===== config.mk =====
export PLATFORM = sky130hd
export DESIGN_NAME = alu_mc
export DESIGN_NICKNAME = d
export VERILOG_FILES = /design/src/rtl/alu_mc_pkg.sv /design/src/rtl/alu_mc_iter.sv /design/src/rtl/alu_mc.sv
export SDC_FILE = /design/constraint.sdc
export NUM_CORES = 1
export LEC_CHECK = 0
export ABC_CLOCK_PERIOD_IN_PS = 2750
export CORE_MARGIN = 2
export CORE_UTILIZATION = 53
export DETAILED_ROUTE_END_ITERATION = 8
export GPL_TIMING_DRIVEN = 0
export PLACE_DENSITY = 0.78
export SYNTH_ARGS = -nofsm -noshare
export SYNTH_HDL_FRONTEND = slang
export SYNTH_SLANG_ARGS = --single-unit

===== constraint.sdc =====
create_clock -name clk -period 2.75 [get_ports clk]
set_clock_uncertainty 0.2 [all_clocks]
set_input_delay 0.825 -clock clk [delete_from_list [all_inputs] [get_ports clk]]
set_output_delay 0.825 -clock clk [all_outputs]
set_load 0.005 [all_outputs]

===== src/rtl/alu_mc_pkg.sv =====
// alu_mc shared definitions: opcode encodings and FSM states.
// Opcode encodings match the earlier combinational 8-bit ALU.
package alu_mc_pkg;

   localparam logic [3:0] OP_ADD = 4'b0000;
   localparam logic [3:0] OP_SUB = 4'b0001;
   localparam logic [3:0] OP_AND = 4'b0010;
   localparam logic [3:0] OP_OR  = 4'b0011;
   localparam logic [3:0] OP_XOR = 4'b0100;
   localparam logic [3:0] OP_SHL = 4'b1000;
   localparam logic [3:0] OP_SHR = 4'b1001;
   localparam logic [3:0] OP_ROL = 4'b1010;
   localparam logic [3:0] OP_ROR = 4'b1011;
   localparam logic [3:0] OP_MUL = 4'b1110;
   localparam logic [3:0] OP_DIV = 4'b1111;

   typedef enum logic [1:0] {
      IDLE = 2'd0,
      MUL  = 2'd1,
      DIV  = 2'd2,
      DONE = 2'd3
   } state_e;

endpackage


===== src/rtl/alu_mc_iter.sv =====
// alu_mc iterative datapath: shift-add multiply and restoring divide.
// One step per cycle; lo/hi hold product or quotient/remainder.
module alu_mc_iter #(
   parameter int WIDTH = 8,
   parameter int CNT_W = $clog2(WIDTH + 1)
) (
   input  logic             clk,
   input  logic             rst_n,
   input  logic             start,
   input  logic             mode,
   input  logic             step,
   input  logic [WIDTH-1:0] a,
   input  logic [WIDTH-1:0] b,
   output logic [WIDTH-1:0] lo,
   output logic [WIDTH-1:0] hi,
   output logic             done
);

   logic [WIDTH-1:0] lo_q, lo_d;
   logic [WIDTH-1:0] hi_q, hi_d;
   logic [WIDTH-1:0] b_q, b_d;
   logic [CNT_W-1:0] cnt_q, cnt_d;
   logic             mode_q, mode_d;
   logic [WIDTH:0]   sum;
   logic [WIDTH:0]   shl;
   logic [WIDTH:0]   trial;

   // one multiply or divide iteration, or operand load on start
   always_comb begin
      lo_d   = lo_q;
      hi_d   = hi_q;
      b_d    = b_q;
      cnt_d  = cnt_q;
      mode_d = mode_q;
      sum    = {1'b0, hi_q} + {1'b0, b_q};
      shl    = {hi_q, lo_q[WIDTH-1]};
      trial  = shl - {1'b0, b_q};
      if (start) begin
         lo_d   = a;
         hi_d   = '0;
         b_d    = b;
         mode_d = mode;
         cnt_d  = CNT_W'(WIDTH);
      end else if (step) begin
         cnt_d = cnt_q - 1'b1;
         if (!mode_q) begin
            if (lo_q[0]) begin
               {hi_d, lo_d} = {sum, lo_q[WIDTH-1:1]};
            end else begin
               {hi_d, lo_d} = {1'b0, hi_q, lo_q[WIDTH-1:1]};
            end
         end else if (!trial[WIDTH]) begin
            hi_d = trial[WIDTH-1:0];
            lo_d = {lo_q[WIDTH-2:0], 1'b1};
         end else begin
            hi_d = shl[WIDTH-1:0];
            lo_d = {lo_q[WIDTH-2:0], 1'b0};
         end
      end
   end

   // iteration state registers
   always_ff @(posedge clk or negedge rst_n) begin
      if (!rst_n) begin
         lo_q   <= '0;
         hi_q   <= '0;
         b_q    <= '0;
         cnt_q  <= '0;
         mode_q <= 1'b0;
      end else begin
         lo_q   <= lo_d;
         hi_q   <= hi_d;
         b_q    <= b_d;
         cnt_q  <= cnt_d;
         mode_q <= mode_d;
      end
   end

   assign lo   = lo_q;
   assign hi   = hi_q;
   assign done = (cnt_q == CNT_W'(1));

endmodule


===== src/rtl/alu_mc.sv =====
// alu_mc top: handshake FSM, single-cycle ops, result registers.
// MUL/DIV results are read straight from the iterative datapath.
module alu_mc
   import alu_mc_pkg::*;
#(
   parameter int WIDTH = 8,
   localparam int CNT_W = $clog2(WIDTH + 1)
) (
   input  logic             clk,
   input  logic             rst_n,
   input  logic             in_valid,
   output logic             in_ready,
   input  logic [WIDTH-1:0] A,
   input  logic [WIDTH-1:0] B,
   input  logic [3:0]       opcode,
   output logic             out_valid,
   input  logic             out_ready,
   output logic [WIDTH-1:0] result,
   output logic [WIDTH-1:0] result_hi,
   output logic             carry_out,
   output logic             zero,
   output logic             div_by_zero,
   output logic             illegal_op
);

   state_e           state_q, state_d;
   logic [WIDTH-1:0] res_q, res_d, hi_q, hi_d;
   logic             cy_q, cy_d, z_q, z_d;
   logic             dbz_q, dbz_d, ill_q, ill_d;
   logic             iter_q, iter_d, mul_q, mul_d;
   logic [WIDTH-1:0] s_res, s_hi;
   logic             s_cy, s_dbz, s_ill, go_iter;
   logic             start;
   logic [WIDTH-1:0] it_lo, it_hi;
   logic             it_done;

   // decode and evaluate the single-cycle ops from the live inputs
   always_comb begin
      s_res   = '0;
      s_hi    = '0;
      s_cy    = 1'b0;
      s_dbz   = 1'b0;
      s_ill   = 1'b0;
      go_iter = 1'b0;
      case (opcode)
         OP_ADD: {s_cy, s_res} = {1'b0, A} + {1'b0, B};
         OP_SUB: begin
            s_res = A - B;
            s_cy  = (A < B);
         end
         OP_AND: s_res = A & B;
         OP_OR:  s_res = A | B;
         OP_XOR: s_res = A ^ B;
         OP_SHL: begin
            s_res = {A[WIDTH-2:0], 1'b0};
            s_cy  = A[WIDTH-1];
         end
         OP_SHR: begin
            s_res = {1'b0, A[WIDTH-1:1]};
            s_cy  = A[0];
         end
         OP_ROL: begin
            s_res = {A[WIDTH-2:0], A[WIDTH-1]};
            s_cy  = A[WIDTH-1];
         end
         OP_ROR: begin
            s_res = {A[0], A[WIDTH-1:1]};
            s_cy  = A[0];
         end
         OP_MUL: go_iter = 1'b1;
         OP_DIV: begin
            if (B == '0) begin
               s_res = '1;
               s_hi  = A;
               s_dbz = 1'b1;
            end else begin
               go_iter = 1'b1;
            end
         end
         default: s_ill = 1'b1;
      endcase
   end

   // handshake FSM; result registers load on acceptance
   always_comb begin
      state_d = state_q;
      res_d   = res_q;
      hi_d    = hi_q;
      cy_d    = cy_q;
      z_d     = z_q;
      dbz_d   = dbz_q;
      ill_d   = ill_q;
      iter_d  = iter_q;
      mul_d   = mul_q;
      start   = 1'b0;
      case (state_q)
         IDLE: begin
            if (in_valid) begin
               res_d  = s_res;
               hi_d   = s_hi;
               cy_d   = s_cy;
               z_d    = (s_res == '0);
               dbz_d  = s_dbz;
               ill_d  = s_ill;
               iter_d = go_iter;
               mul_d  = (opcode == OP_MUL);
               start  = go_iter;
               if (!go_iter) begin
                  state_d = DONE;
               end else if (opcode == OP_MUL) begin
                  state_d = MUL;
               end else begin
                  state_d = DIV;
               end
            end
         end
         MUL, DIV: begin
            if (it_done) begin
               state_d = DONE;
            end
         end
         DONE: begin
            if (out_ready) begin
               state_d = IDLE;
            end
         end
         default: state_d = IDLE;
      endcase
   end

   // FSM and result registers
   always_ff @(posedge clk or negedge rst_n) begin
      if (!rst_n) begin
         state_q <= IDLE;
         res_q   <= '0;
         hi_q    <= '0;
         cy_q    <= 1'b0;
         z_q     <= 1'b0;
         dbz_q   <= 1'b0;
         ill_q   <= 1'b0;
         iter_q  <= 1'b0;
         mul_q   <= 1'b0;
      end else begin
         state_q <= state_d;
         res_q   <= res_d;
         hi_q    <= hi_d;
         cy_q    <= cy_d;
         z_q     <= z_d;
         dbz_q   <= dbz_d;
         ill_q   <= ill_d;
         iter_q  <= iter_d;
         mul_q   <= mul_d;
      end
   end

   alu_mc_iter #(
      .WIDTH (WIDTH),
      .CNT_W (CNT_W)
   ) u_iter (
      .clk   (clk),
      .rst_n (rst_n),
      .start (start),
      .mode  (opcode == OP_DIV),
      .step  ((state_q == MUL) || (state_q == DIV)),
      .a     (A),
      .b     (B),
      .lo    (it_lo),
      .hi    (it_hi),
      .done  (it_done)
   );

   assign in_ready    = (state_q == IDLE);
   assign out_valid   = (state_q == DONE);
   assign result      = iter_q ? it_lo : res_q;
   assign result_hi   = iter_q ? it_hi : hi_q;
   assign carry_out   = iter_q ? (mul_q & (|it_hi)) : cy_q;
   assign zero        = iter_q ? (mul_q ? ~|{it_hi, it_lo} : ~|it_lo) : z_q;
   assign div_by_zero = dbz_q;
   assign illegal_op  = ill_q;

endmodule


==> impl_metrics.yaml <==
status:
  status: "complete, but fails checks"
  violations: "setup timing"
worst_setup_path:
  startpoint: "u_iter.lo[7]"
  required_ns: 2.75
  path_class: "flop to flop"
  ff2ff_setup_slack_ns: -0.18
  rr_endpoint: "u_iter.hi[5]"
  worstPathArrival_ns: 2.94
  cp_max_fo: 6
  cp-start-kind: "flop"
  endpoint_kind: "flop"
  r2r_start: "u_iter.lo[7]"
  rr_worst_depth: 12
yosys:
  ys_ff_latch: 53
  synth.most_common_cell: "nand2_1"
  synth_top_cell_area_share_pct: 27.3
  synth.cell_area_um2: 4860
  synth_nets: 645
  synthFlopType: "dfrtp_1"
  synth_common_cells: "nand2_1 (61), dfrtp_1 (53), inv_1 (46), nor2_1 (45), ha_1 (44)"
  synth.top_cells.by_area: "dfrtp_1 (27%), ha_1 (11%), nand2_1 (4.7%)"
  async_reset_ff_share_pct: 100
  postSynthCellCount: 573
  yosysWarnings: 0
  synth-seq-area-share_pct: 27.3
  synth_cell_type_count: 70
  yosysTopAreaCell: "dfrtp_1"
  syn_area_per_cell_um2: 8.48
  synth_edf_count: 0
cts:
  cts_tree: "yes"
  clockBufferDepth: 2
  htreeDepth: 2
  path_clk_slew_ns: 0.11
  clockRootBuffer: "clkbuf_8"
  numCtsBuffers: 5
  clkLatencyLatePin_ns: 0.31
  cts.sinks: 53
grt:
  grt_use_total_pct: 31.4
  grt_start_max_net_pins: 35
  antenna_found_initial: 0
  grt_pass1_vias: 4597
  overflow: 0
  grt_pass1_wl_um: 24600
timing:
  hold_viol_final: 0
  slew_violations: 0
  maxSlewHeadroom_pct: 52.3
  post-route-period-util_pct: 107
  rsz0062_at_grt: "true"
  setup_viol: 12
  holdWs_ns: 0.250
  worstMarginPinSlew_ns: 0.716
  worst_slack_ns: -0.183
  fin_crit_ns: 2.93
  fin_setup_tns_ns: -1.28
  fmax_mhz: 341
finish:
  nNetsFinal: 727
  drive_gt1_share_pct: 28.5
  seq_area_um2: 1340
  nFillCells: 686
  multi_input_area_um2: 3490
  area_growth_pct: 29.2
  diodes: 0
placement:
  gp_congestion: 0.982
  portBuffers: 43
  dp_hpwl_um: 11400
floorplanning:
  start_util_pct: 55.2
  fp-row-count: 34
  die_area_um2: 9950
  fp.dieW_um: 99.7
  die_h_um: 99.7
  io_pins: 46
  coreArea_um2: 8810
route:
  drc: 0
  initialDrtViolationCount: 325
  vias: 4896
  routed_wl_um: 15900
  vias_per_cell: 6.41
  drtAntennaViolNets: 0
  detailedRoute.firstPassIterationCount: 5
  wl_per_cell_um: 20.8
min_path:
  hold_class: "input port to async pin"
power_and_ir_drop:
  pwr_density_cell_nw_per_um2: 1100
  irDropWorstVdd_v: 0.000585
  leakage_uw: 0.00287
flow_run:
  max_cap_violations: 0
## layout by cell type (no fill, tap or decap), drive strengths merged, types with 4 or more instances in the layout
master | netlist | final
a211oi | 7 | 7
a21o | 5 | 5
a21oi | 29 | 29
a31oi | 9 | 9
and2 | 4 | 4
buf | 11 | 59
clkbuf | 22 | 26
clkdlybuf4s50 | 0 | 9
dfrtp | 53 | 53
dlygate4sd2 | 0 | 5
dlymetal6s2s | 0 | 13
fa | 4 | 4
ha | 44 | 44
inv | 46 | 46
mux2 | 20 | 20
mux2i | 22 | 22
nand2 | 61 | 61
nand2b | 5 | 5
nand3 | 11 | 11
nand4 | 4 | 4
nor2 | 45 | 45
nor2b | 5 | 5
nor3 | 16 | 16
nor4 | 7 | 7
o2111ai | 4 | 4
o211ai | 14 | 14
o21a | 5 | 5
o21ai | 40 | 40
o221ai | 4 | 4
o31ai | 9 | 9
or3 | 5 | 5
xnor2 | 12 | 12
xor2 | 5 | 5
## kinds of logic after synthesis
logic type	count (synthesis)	share of synthesized area (%)
mux	42	9.17
simple gates	174	16.9
buf+inv	79	8.09
fa+ha+maj	48	13.0
flops	53	27.3
xor+xnor	17	3.07
compound gates	160	22.5
## metal layers
layer  GRT usage, %  share of wire, %  vias up
li1               -                 -     2229
met1           43.8                43     2368
met2           50.2                46      259
met3           4.78               8.3       40
met4           9.91               2.6        0
met5              0                 0        -
## sequential cells by signal, summed over array words and instances (netlist names), 2 cells and up
| signal | count |
|---|---|
| state_q | 2 |
| u_iter.cnt_q | 4 |
| u_iter.hi | 8 |
| res_q | 8 |
| u_iter.lo | 8 |
| hi_q | 8 |
| u_iter.b_q | 8 |
## worst max path at each step
stage | slack, ns | cells past startpoint | to
finish | -0.18 | 12 | u_iter.hi[5]
detailed placement | -1.35 | 11 | z_q
global route | -0.30 | 12 | u_iter.hi[5]
floorplan | -0.25 | 10 | res_q[6]
CTS | -0.23 | 12 | u_iter.hi[5]
global placement | -1.30 | 11 | z_q
## per-stage QoR
stage | worst slack (ns) | cells | utilization [%] | power [µW] | area, µm²
2_1_floorplan | -0.248 | 573 | - | 4320 | 4950
3_3_place_gp | -1.30 | 724 | 62.7 | 5380 | 5520
3_5_place_dp | -1.35 | 725 | 62.9 | 5520 | 5540
4_1_cts | -0.227 | 760 | 69.1 | 6620 | 6090
5_1_grt | -0.301 | 764 | 71.2 | 7350 | 6270
6_report | -0.183 | 764 | 71.2 | 6880 | 6270
## power breakdown
group	switching, µW	leakage, µW	internal, µW
clock	272	0.0000554	274
combinational	2500	0.00217	2360
sequential	347	0.000640	1130
total	3110	0.00287	3760
## worst max-delay path, stage by stage, from the launching register on
cell      delay, ns
dfrtp_2        0.42
inv_2          0.08
ha_4           0.15
inv_2          0.04
fa_2           0.36
a21oi_2        0.17
o211ai_1       0.17
o41ai_2        0.30
xnor2_1        0.19
buf_4          0.20
mux2i_2        0.23
a211oi_1       0.10
a31o_2         0.23
## final cells by class
| class | count | area share (%) |
|---|---|---|
| plain buffers | 31 | 4.23 |
| well taps | 108 | 2.15 |
| clock buffers | 6 | 1.16 |
| inverters | 46 | 3.03 |
| repair buffers | 77 | 11.9 |
| multi-input cells | 441 | 55.6 |
| flip-flops and latches | 53 | 21.3 |
| clock inverters | 2 | 0.618 |
## repair_timing
action,in CTS,in global routing
resized for setup,150,51
endpoints found under the setup margin,65,37
hold buffers,0,0
buffers inserted,28,5
cloned,0,1
pin swaps,33,22
Power figures use the tool's default switching activity.
